<file path="config.mk">
export PLATFORM = sky130hd
export DESIGN_NAME = afe_spi_master
export DESIGN_NICKNAME = d
export VERILOG_FILES = /design/src/rtl/afe_spi_master.sv
export SDC_FILE = /design/constraint.sdc
export NUM_CORES = 1
export LEC_CHECK = 0
export ABC_AREA = 1
export CAP_MARGIN = 20
export CORE_MARGIN = 2
export CORE_UTILIZATION = 50
export CTS_CLUSTER_DIAMETER = 120
export DETAILED_ROUTE_END_ITERATION = 8
export PLACE_DENSITY = 0.88
export SYNTH_ARGS = -nofsm -noshare
export SYNTH_HDL_FRONTEND = slang
export SYNTH_SLANG_ARGS = --single-unit
</file>
<file path="constraint.sdc">
create_clock -name sys_clk -period 1.9 [get_ports sys_clk]
set_input_delay 0.38 -clock sys_clk [delete_from_list [all_inputs] [get_ports sys_clk]]
set_output_delay 0.38 -clock sys_clk [all_outputs]
set_load 0.01 [all_outputs]
</file>
<file path="src/rtl/afe_spi_master.sv">
// afe_spi_master: full-duplex SPI master for N_DEV AFE devices, MSB-first DATA_W-bit words.
// Define AFE_SPI_READBACK_EN to build the MISO capture path; otherwise rsp_data is tied to zero.
module afe_spi_master #(
    parameter int  DATA_W  = 24,
    parameter int  N_DEV   = 4,
    parameter int  CLK_DIV = 4,
    localparam int SEL_W   = $clog2(N_DEV)
) (
    input  logic              sys_clk,
    input  logic              sys_rst_n,
    input  logic              cmd_valid,
    output logic              cmd_ready,
    input  logic [DATA_W-1:0] cmd_data,
    input  logic [SEL_W-1:0]  cmd_dev,
    output logic              rsp_valid,
    output logic [DATA_W-1:0] rsp_data,
    output logic              rsp_err,
    output logic              busy,
    output logic              spi_clk_o,
    output logic              spi_mosi_o,
    input  logic              spi_miso_i,
    output logic              spi_sel,
    output logic [SEL_W-1:0]  sel_o
);

    localparam int CNT_W = $clog2(CLK_DIV);
    localparam int BIT_W = $clog2(DATA_W);
    localparam logic [CNT_W-1:0] HALF_LAST = CNT_W'(CLK_DIV - 1);
    localparam logic [BIT_W-1:0] BIT_LAST  = BIT_W'(DATA_W - 1);
    localparam logic [SEL_W:0]   DEV_LIMIT = (SEL_W + 1)'(N_DEV);

    typedef enum logic [2:0] {
        S_IDLE, S_SETUP, S_SHIFT, S_LATCH, S_HOLD, S_ERR
    } state_t;

    state_t state_q, state_d;

    logic [CNT_W-1:0]  hcnt_q, hcnt_d;
    logic              phase_q, phase_d;
    logic [BIT_W-1:0]  bit_q, bit_d;
    logic [DATA_W-2:0] tx_q, tx_d;
    logic              mosi_q, mosi_d;
    logic              sclk_q, sclk_d;
    logic              ssel_q, ssel_d;
    logic [SEL_W-1:0]  sel_q, sel_d;
    logic              ready_q, ready_d;
    logic              rvalid_q, rvalid_d;
    logic              rerr_q, rerr_d;
    logic              sample_en;
    logic              rsp_ok;

    // Handshake: a command transfers on a sys_clk edge where cmd_valid & cmd_ready are both high;
    // cmd_ready is only ever high in IDLE, so a requester must hold cmd_valid/cmd_data until then.
    logic tick, accept, dev_ok;
    assign tick   = (hcnt_q == '0);
    assign accept = cmd_valid & ready_q;
    assign dev_ok = ({1'b0, cmd_dev} < DEV_LIMIT);

    always_ff @(posedge sys_clk or negedge sys_rst_n) begin
        if (!sys_rst_n) state_q <= S_IDLE;
        else            state_q <= state_d;
    end

    always_comb begin
        state_d = state_q;
        case (state_q)
            S_IDLE:  if (accept) state_d = dev_ok ? S_SETUP : S_ERR;
            S_SETUP: if (tick) state_d = S_SHIFT;
            S_SHIFT: if (tick && phase_q && bit_q == '0) state_d = S_LATCH;
            S_LATCH: if (tick) state_d = S_HOLD;
            S_HOLD:  if (tick) state_d = S_IDLE;
            S_ERR:   state_d = S_IDLE;
            default: state_d = S_IDLE;
        endcase
    end

    always_comb begin
        hcnt_d    = hcnt_q;
        phase_d   = phase_q;
        bit_d     = bit_q;
        tx_d      = tx_q;
        mosi_d    = mosi_q;
        sclk_d    = sclk_q;
        ssel_d    = ssel_q;
        sel_d     = sel_q;
        rvalid_d  = 1'b0;
        rerr_d    = rerr_q;
        sample_en = 1'b0;
        rsp_ok    = 1'b0;
        ready_d   = (state_q == S_IDLE) && !accept;
        case (state_q)
            S_IDLE: begin
                hcnt_d = '0;
                if (accept && dev_ok) begin
                    hcnt_d  = HALF_LAST;
                    tx_d    = cmd_data[DATA_W-2:0];
                    mosi_d  = cmd_data[DATA_W-1];
                    sel_d   = cmd_dev;
                    bit_d   = BIT_LAST;
                    phase_d = 1'b0;
                    sclk_d  = 1'b0;
                end
            end
            S_SETUP: hcnt_d = tick ? HALF_LAST : hcnt_q - 1'b1;
            S_SHIFT: begin
                hcnt_d = tick ? HALF_LAST : hcnt_q - 1'b1;
                if (tick) begin
                    if (!phase_q) begin
                        // Rising SPI edge: capture MISO on the same sys_clk edge.
                        sclk_d    = 1'b1;
                        phase_d   = 1'b1;
                        sample_en = 1'b1;
                    end else begin
                        sclk_d  = 1'b0;
                        phase_d = 1'b0;
                        if (bit_q == '0) begin
                            ssel_d = 1'b1;
                        end else begin
                            bit_d  = bit_q - 1'b1;
                            mosi_d = tx_q[DATA_W-2];
                            tx_d   = {tx_q[DATA_W-3:0], 1'b0};
                        end
                    end
                end
            end
            S_LATCH: begin
                hcnt_d = tick ? HALF_LAST : hcnt_q - 1'b1;
                if (tick) ssel_d = 1'b0;
            end
            S_HOLD: begin
                if (tick) begin
                    hcnt_d   = '0;
                    sel_d    = '0;
                    mosi_d   = 1'b0;
                    rvalid_d = 1'b1;
                    rerr_d   = 1'b0;
                    rsp_ok   = 1'b1;
                end else begin
                    hcnt_d = hcnt_q - 1'b1;
                end
            end
            S_ERR: begin
                hcnt_d   = '0;
                rvalid_d = 1'b1;
                rerr_d   = 1'b1;
            end
            default: ;
        endcase
    end

    always_ff @(posedge sys_clk or negedge sys_rst_n) begin
        if (!sys_rst_n) begin
            hcnt_q   <= '0;
            phase_q  <= 1'b0;
            bit_q    <= '0;
            tx_q     <= '0;
            mosi_q   <= 1'b0;
            sclk_q   <= 1'b0;
            ssel_q   <= 1'b0;
            sel_q    <= '0;
            ready_q  <= 1'b0;
            rvalid_q <= 1'b0;
            rerr_q   <= 1'b0;
        end else begin
            hcnt_q   <= hcnt_d;
            phase_q  <= phase_d;
            bit_q    <= bit_d;
            tx_q     <= tx_d;
            mosi_q   <= mosi_d;
            sclk_q   <= sclk_d;
            ssel_q   <= ssel_d;
            sel_q    <= sel_d;
            ready_q  <= ready_d;
            rvalid_q <= rvalid_d;
            rerr_q   <= rerr_d;
        end
    end

`ifdef AFE_SPI_READBACK_EN
    logic [DATA_W-1:0] cap_q, cap_d, rdata_q, rdata_d;

    always_comb begin
        cap_d   = cap_q;
        rdata_d = rdata_q;
        if (sample_en) cap_d = {cap_q[DATA_W-2:0], spi_miso_i};
        if (rsp_ok) rdata_d = cap_q;
        if (state_q == S_ERR) rdata_d = '0;
    end

    always_ff @(posedge sys_clk or negedge sys_rst_n) begin
        if (!sys_rst_n) begin
            cap_q   <= '0;
            rdata_q <= '0;
        end else begin
            cap_q   <= cap_d;
            rdata_q <= rdata_d;
        end
    end

    assign rsp_data = rdata_q;
`else
    logic unused_readback;
    assign unused_readback = ^{spi_miso_i, sample_en, rsp_ok};
    assign rsp_data        = '0;
`endif

    assign cmd_ready  = ready_q;
    assign rsp_valid  = rvalid_q;
    assign rsp_err    = rerr_q;
    assign busy       = (state_q != S_IDLE);
    assign spi_clk_o  = sclk_q;
    assign spi_mosi_o = mosi_q;
    assign spi_sel    = ssel_q;
    assign sel_o      = sel_q;

endmodule

</file>
=== Word-level counts from Yosys, hierarchy flattened ===
Cells that the tools add are included.

* Output and inout bits: 33
* Flip-flop bits (word level): 41
* Input bits: 30

* Equality and inequality tests: 14
* Bitwise gates (word level): 1
* Reductions and logical operators: 22
* Mux-type cells: 40
* Add/sub/neg operators: 2

{| class="wikitable"
|+ Operators by type and width
! cell !! count
|-
| $mux 23 || 4
|-
| $pmux 23 s2 || 1
|-
| $mux 5 || 4
|-
| $ne 2x2->1 const B || 9
|-
| $mux 3 || 5
|-
| $pmux 3 s5 || 1
|-
| $reduce_and 5->1 || 3
|-
| $mux 1 || 12
|-
| $mux 2 || 5
|-
| $pmux 5 s2 || 1
|-
| $pmux 1 s2 || 4
|-
| $pmux 2 s4 || 1
|-
| $reduce_bool 2->1 || 4
|-
| $eq 3x2->1 const B || 2
|-
| $eq 3x3->1 const B || 2
|-
| $reduce_and 3->1 || 2
|-
| $reduce_and 6->1 || 1
|-
| $reduce_bool 3->1 || 2
|-
| $logic_not 5->1 || 1
|-
| $sub 5x1->5 const B || 1
|-
| $pmux 2 s2 || 1
|-
| $reduce_bool 4->1 || 1
|-
| $eq 3x1->1 const B || 1
|-
| $logic_and 1x1->1 || 3
|-
| 8 further kinds || 8
|}

=== Depth between registers and ports, before layout ===
Gate-level depths: netlist of run 1.

* Depth in word-level cells: 5
* Gate-level depth with buffers: 10
* Gate-level depth less buffers: 9

=== Least setup slack after synthesis of run 1 ===
Ideal clock, no wire load.

* Path type: reg2reg
* Start point: register hcnt_q[0]
* End point: register tx_q[0]
* Cell stages (with the launch flop): 11
* Slack: 390 ps
* Period minus slack after synthesis: 1510 ps
* Path buffers: 1
* Arrival: 1393 ps
* Required time: 1783 ps
* Library setup time: 117 ps
* Cell sequence: dfrtp_1 > inv_1 > ha_1 > nor2_2 > nand2_2 > nand2_4 > nor2_8 > nand2_4 > buf_12 > nand2_2 > nand2_1

* Cells in the longest elaborated chain, start to end: 3

{| class="wikitable"
|+ Ends and longest elaborated chain
! element !! line !! source
|-
| from (decl) || 38 || <nowiki>logic [CNT_W-1:0] hcnt_q, hcnt_d;</nowiki>
|-
| from (signal assigned) || 165 || <nowiki>hcnt_q <= hcnt_d;</nowiki>
|-
| $logic_not 2->1 || 55 || <nowiki>assign tick = (hcnt_q == '0);</nowiki>
|-
| $ne 2x2->1 (no line) || n/a ||
|-
| $reduce_and 5->1 (no line) || n/a ||
|-
| to (signal assigned) || 168 || <nowiki>tx_q <= tx_d;</nowiki>
|-
| to (decl) || 41 || <nowiki>logic [DATA_W-2:0] tx_q, tx_d;</nowiki>
|}

No other way between the ends.
A chain may end at the register's enable or synchronous reset.

=== Worst setup path after layout of run 1 ===
* Start point: register hcnt_q[0]
* End point: register bit_q[3]

* Cells in the longest elaborated chain, start to end: 3

{| class="wikitable"
|+ Ends and longest elaborated chain
! element !! line !! source
|-
| $logic_not 2->1 || 55 ||
|-
| $ne 2x2->1 (no line) || n/a ||
|-
| $reduce_and 5->1 (no line) || n/a ||
|-
| to (signal assigned) || 167 || <nowiki>bit_q <= bit_d;</nowiki>
|-
| to (decl) || 40 || <nowiki>logic [BIT_W-1:0] bit_q, bit_d;</nowiki>
|}

No other way between the ends.

==> impl_results.md, run 1 <==
* Gr ovfl total at 0
* Top cell type by total area after synthesis: sky130_fd_sc_hd__dfrtp_1
* Overall die width at ~76 um
* Maximum buffer depth of the clock tree at 2
* Core utilization of the finished layout at between 60% and 70%
* Flop2flop setup slack at 0.20 ns
* Area of the die at a little under 6000 sq um
* Synthesis warning total at 0
* Overall power consumption at 5.03 mW
* Final setup violation count at 0
* Initial Util at 51.4%
* Area contributors post-synth: sky130_fd_sc_hd__dfrtp_1, sky130_fd_sc_hd__nand2_1, sky130_fd_sc_hd__nand3_1
* Maximum net fanout on the critical path at 27
* Maximum clock frequency at approximately 0.59 GHz
* Total number of nets in the final design at around 430
* Design Area, Final at 3080 sq um
* Hold_buf cts at 0
* Number of flip-flops and latches in the synthesized netlist at 41
* Leakage power at 1.67 nW
* Critical path type: reg2reg
* Number of instances in the placed design at 451
* Combined global-route utilization of all metal layers at 18.8%
* Area after DPL at 2930 sq um
* Number of I/O pins at 63
* Maximum resistive drop on vdd at 1.02 mV
* Number of max-slew violations in the final report at 0
* Final estimated routing congestion in global placement at between 0.9 and 1
* DR pass1 iterations at 4
* Final wirelength at 5270 um
* Cell type with the highest occurrence count on the critical path: sky130_fd_sc_hd__nand2_1
* Data arrival time of the critical path at between 1.5 and 2 ns
* Final worst-path cycle share at 89.7%
* CP delay by family, top: simple AND/OR/NAND/NOR gates
* Share of the synthesized area in the top cell type at 39.3%
* CTS sink count at 41
* Crit path largest cell delay at ~0.38 ns
* DRC viols at 0
* Mapped Avg Cell Area at roughly 7.5 sq um
* Reported max-cap violation count at 0
* Post-synthesis cell count at ~350
* Vias in the first global route at just over 2000
* Outcome: completed
* Minimum setup slack after placement at -0.00576 ns
* Clk_skew at 0.00764 ns
* Tightest Pin Transition at 0.526 ns
* Via density at 4.77
* Standard cell core area at 5070 sq um
* Commonest non-fill, non-tap cells in the layout: sky130_fd_sc_hd__nand2_1, sky130_fd_sc_hd__dfrtp_1, sky130_fd_sc_hd__nand3_1
* Final hold slack at 0.131 ns
* Worst min path class: in2async
* Std-Cell Rows at 26
* Height of the die at about 76 um
* Worst EP required at 2.08 ns
* Setup repair after global routing missed its margin: no
* Root Driver: sky130_fd_sc_hd__clkbuf_8
* Clock Pin Slew Worst Setup and Hold Paths at approximately 0.080 ns
* Share of the yosys chip area belonging to registers at 39.3%
* Pwr dens at 1630 nW/um^2
* Final Instance Count excl. Fillers at 463
* Antenna violation net count after detailed routing at 0
* Number of inserted diodes at 0
* Insertion delay to the later sink of the worst-skew pair at between 0.2 and 0.3 ns
* Max transition margin at 64.9%
* Buf/Inv on CP at 1
* Endpoint kind of the worst setup timing path: register
* Initial drt markers at between 150 and 200
* Global-route wire length before repair at 9060 um
* Share of layout cells above drive strength 1 at 15.8%
* Cell variety after synth at 27
* Category of the worst setup path launch point: register
* # H-tree levels at 2
* Synth-to-layout area growth at 17.9%
* Antenna violations before repair at 0
* Final setup TNS at 0 ns
* Crit path cell chain: inv_1 > ha_1 > nor2_2 > nand2_2 > nand2_4 > nor2_8 > nand2_8 > nand2_1 > nand2_1
* Final-report hold violation count at 0
* Most frequent standard cell in the layout excluding fill and tap cells: sky130_fd_sc_hd__nand2_1
* HPWL reported at the end of detailed placement at 3670 um
* Critical-path top delay cell: sky130_fd_sc_hd__dfrtp_1
* Count of port buffers added during placement at 37
* Maximum number of pins on one net before global-route repair at 42
* TritonCTS clock tree: built
* Time the worst path needs with I/O delays and setup at roughly 1.7 ns
* Total via count after detailed routing at 2208
* Netlist area before placement at between 2000 and 3000 sq um
* Final critical-path setup slack at between 0.15 and 0.2 ns
* Per-cell routed wire length at ~11 um
* TritonCTS Buffers at 5
where the power goes:
part / total, mW / switching (mW) / internal, mW
Sequential: 1.56 / 0.276 / 1.29
Combinational: 2.84 / 1.74 / 1.10
Clock: 0.624 / 0.296 / 0.328
worst reg2reg max path: cells and delay by family (launching register included):
| kind | cells | cell delay, ns |
|---|---|---|
| adders and majority gates | 1 | 0.24 |
| buffers and inverters | 1 | 0.12 |
| DFF | 1 | 0.38 |
| and+or+nand+nor | 7 | 0.86 |
cells by family (layout without fill, tap and decap cells):
| family | after synthesis | count (layout) | share of synthesized area [%] |
|---|---|---|---|
| flops | 41 | 41 | 39.3 |
| other cells | 1 | 24 | 0.144 |
| compound gates | 13 | 13 | 2.59 |
| simple gates | 233 | 233 | 41.9 |
| buf+inv | 56 | 78 | 14.1 |
| fa+ha+maj | 4 | 4 | 1.92 |
per-layer routing:
layer | track usage (%) | routed length [um] | vias to the layer above | share of wire [%]
li1 | - | - | 1123 | -
met1 | 23.7 | 2310 | 1008 | 44
met2 | 31.9 | 2600 | 62 | 49
met3 | 4.27 | 254 | 15 | 4.8
met4 | 6.36 | 110 | 0 | 2.1
met5 | 0 | 0 | - | 0
worst paths after layout:
kind | startpoint | endpoint | depth (start not counted)
setup reg to reg | hcnt_q[0] | bit_q[3] | 9
setup / recovery | hcnt_q[0] | bit_q[3] | 9
min in group sys_clk | tx_q[8] | tx_q[8] | 2
max in group asynchronous | sys_rst_n | state_q[0] | 2
hold reg to reg | tx_q[8] | tx_q[8] | 2
hold / removal | sys_rst_n | tx_q[13] | 2
synth_stat cells (all sizes together):
cell	number
and3	1
a21oi	2
buf	37
o21a	1
nor3	1
or2	1
conb	1
nand4	2
inv	19
dfrtp	41
ha	4
nand2	171
o21ai	10
nand3	40
nor2	17
sequential cells by signal, summed over array words and instances (netlist names):
signal / cells
bit_q: 5
hcnt_q: 2
rsp_err: 1
spi_clk_o: 1
tx_q: 23
cmd_ready: 1
state_q: 3
spi_sel: 1
sel_o: 2
spi_mosi_o: 1
rsp_valid: 1
area by class of cell:
type / instances / area [sq um]
flip-flops and latches: 41 / 1030
well taps: 70 / 87.6
multi-input cells: 274 / 1310
inverters: 19 / 76.3
clock inverters: 1 / 5.00
repair buffers: 51 / 473
clock buffers: 7 / 96.3
fillers: 468 / 2000
timing repair:
item | CTS | global route
gates resized for setup | 2 | 2
endpoints found under the setup margin | 1 | 8
pin swaps | 1 | 1
setup buffers | 1 | 3
No activity file was read; power rests on OpenSTA's default activity.
==> inputs of run 2 (changes only) <==
clock period = 1.77 ns   (was 1.9 ns; I/O delays follow)
==> impl_results.md, run 2 (synthesis gave the netlist of run 1 again) <==
* Time the worst path needs with I/O delays and setup at 1.66 ns (was 1.70 ns)
* Maximum number of pins on one net before global-route repair at 28 (was 42)
* Cell type with the highest occurrence count on the critical path: sky130_fd_sc_hd__buf_4 (was sky130_fd_sc_hd__nand2_1)
* Design Area, Final at 3120 sq um (was 3080 sq um)
* Area of the die at 5810 sq um (unchanged)
* Critical-path top delay cell: sky130_fd_sc_hd__dfrtp_2 (was sky130_fd_sc_hd__dfrtp_1)
* Tightest Pin Transition at 0.513 ns (was 0.526 ns)
* Standard cell core area at 5070 sq um (unchanged)
* Height of the die at 76.3 um (unchanged)
* Antenna violations before repair at 0 (unchanged)
* Global-route wire length before repair at 9470 um (was 9060 um)
* Setup repair after global routing missed its margin: no (unchanged)
* Reported max-cap violation count at 0 (unchanged)
* Number of I/O pins at 63 (unchanged)
* DR pass1 iterations at 4 (unchanged)
* Category of the worst setup path launch point: register (unchanged)
* Most frequent standard cell in the layout excluding fill and tap cells: sky130_fd_sc_hd__nand2_1 (unchanged)
* Worst EP required at 1.96 ns (was 2.08 ns)
* Gr ovfl total at 0 (unchanged)
* Share of layout cells above drive strength 1 at 16.9% (was 15.8%)
* CP delay by family, top: buffers and inverters (was simple AND/OR/NAND/NOR gates)
* Number of instances in the placed design at 454 (was 451)
* Largest regs: tx_q: 23 flops, bit_q: 5 flops, state_q: 3 flops (unchanged)
* Final worst-path cycle share at 94.0% (was 89.7%)
* Vias in the first global route at 2184 (was 2056)
* Flop2flop setup slack at 0.11 ns (was 0.20 ns)
* Via density at 4.84 (was 4.77)
* Std-Cell Rows at 26 (unchanged)
* Final setup violation count at 0 (unchanged)
* CTS sink count at 41 (unchanged)
* Final setup TNS at 0 ns (unchanged)
* Antenna violation net count after detailed routing at 0 (unchanged)
* Final hold slack at 0.00857 ns (was 0.131 ns)
* Initial Util at 51.4% (unchanged)
* Worst min path class: in2async (unchanged)
* Final-report hold violation count at 0 (unchanged)
* Insertion delay to the later sink of the worst-skew pair at 0.30 ns (was 0.29 ns)
* Clk_skew at 0.0122 ns (was 0.00764 ns)
* Synth-to-layout area growth at 19.6% (was 17.9%)
* TritonCTS clock tree: built (unchanged)
* Root Driver: sky130_fd_sc_hd__clkbuf_8 (unchanged)
* TritonCTS Buffers at 5 (unchanged)
* Maximum net fanout on the critical path at 26 (was 27)
* Maximum buffer depth of the clock tree at 2 (unchanged)
* Count of port buffers added during placement at 37 (unchanged)
* Max reg flops at 23 (unchanged)
* Outcome: completed (unchanged)
* DRC viols at 0 (unchanged)
* Final estimated routing congestion in global placement at 0.876 (was 0.911)
* Crit path largest cell delay at 0.44 ns (was 0.38 ns)
* Buf/Inv on CP at 3 (was 1)
* Per-cell routed wire length at 11.5 um (was 11.4 um)
* Overall power consumption at 5.52 mW (was 5.03 mW)
* Initial drt markers at 121 (was 167)
* Final wirelength at 5360 um (was 5270 um)
* Crit path cell chain: buf_4 > buf_4 > nor2_8 > nand3_4 > buf_4 > nand3_1 > nand2_1 (was inv_1 > ha_1 > nor2_2 > nand2_2 > nand2_4 > nor2_8 > nand2_8 > nand2_1 > nand2_1)
* Combined global-route utilization of all metal layers at 19.9% (was 18.8%)
* HPWL reported at the end of detailed placement at 3810 um (was 3670 um)
* Number of inserted diodes at 0 (unchanged)
* # H-tree levels at 2 (unchanged)
* Max transition margin at 65.8% (was 64.9%)
* Endpoint kind of the worst setup timing path: register (unchanged)
* Total number of nets in the final design at 430 (was 426)
* Area after DPL at 2950 sq um (was 2930 sq um)
* Maximum clock frequency at 0.601 GHz (was 0.587 GHz)
* Final Instance Count excl. Fillers at 467 (was 463)
* Pwr dens at 1770 nW/um^2 (was 1630 nW/um^2)
* Number of max-slew violations in the final report at 0 (unchanged)
* Leakage power at 1.69 nW (was 1.67 nW)
* Commonest non-fill, non-tap cells in the layout: sky130_fd_sc_hd__nand2_1, sky130_fd_sc_hd__nand3_1, sky130_fd_sc_hd__dfrtp_1 (was sky130_fd_sc_hd__nand2_1, sky130_fd_sc_hd__dfrtp_1, sky130_fd_sc_hd__nand3_1)
* Data arrival time of the critical path at 1.85 ns (was 1.89 ns)
* Total via count after detailed routing at 2261 (was 2208)
* Critical path type: reg2reg (unchanged)
* Maximum resistive drop on vdd at 1.08 mV (was 1.02 mV)
* Clock Pin Slew Worst Setup and Hold Paths at 0.09 ns (was 0.08 ns)
* Register with the most flip-flops: tx_q (unchanged)
* Overall die width at 76.3 um (unchanged)
## run 2: changes by cell type in the layout (fill, tap and decap cells not counted), sizes merged
cell	before	now
clkinvlp	0	1
bufinv	0	1
buf	15	19
clkbuf	7	5
## run 2: final cells by class
type | count | area [sq um]
clock buffer | 5 | 68.8
timing repair buffer | 55 | 503
fill | 460 | 1950
clock inverter | 3 | 46.3
tap | 70 | 87.6
sequential | 41 | 1030
multi-input combinational | 274 | 1310
inverter | 19 | 76.3
## run 2: layer usage
| layer | GRT usage, % | wire length, um | up-vias |
|---|---|---|---|
| met1 | 23.6 | 2300 | 1058 |
| li1 | - | - | 1128 |
| met4 | 8.18 | 94 | 0 |
| met5 | 0 | 0 | - |
| met3 | 4.74 | 272 | 8 |
| met2 | 34.7 | 2690 | 67 |
## run 2: worst paths after layout
path / to / from / cells past startpoint
max in group asynchronous: state_q[0] / sys_rst_n / 2
min in group sys_clk: tx_q[9] / tx_q[9] / 2
worst min-delay path: tx_q[14] / sys_rst_n / 1
worst min register to register: tx_q[9] / tx_q[9] / 2
worst max-delay path: tx_q[18] / state_q[0] / 7
worst max register to register: tx_q[18] / state_q[0] / 7
## run 2: metrics by stage
stage | utilization (%) | setup slack (ns)
finish | 61.5 | 0.107
global route | 61.5 | 0.0195
CTS | 61.3 | 0.00854
detailed placement | 58.2 | -0.0355
global placement | 58.2 | -0.00405
floorplan | - | 0.260
## run 2: power breakdown
group | total [mW] | internal, mW | switching [mW]
Combinational | 3.08 | 1.20 | 1.87
Clock | 0.769 | 0.422 | 0.347
Sequential | 1.68 | 1.38 | 0.293
Total | 5.52 | 3.01 | 2.51
## run 2: repair_timing
action / 4_1_cts / 5_1_grt
buffers inserted: 5 / 0
endpoints found under the setup margin: 1 / 24
resized for setup: 3 / 2
hold buffers: 0 / 0
pin swaps: 1 / 0
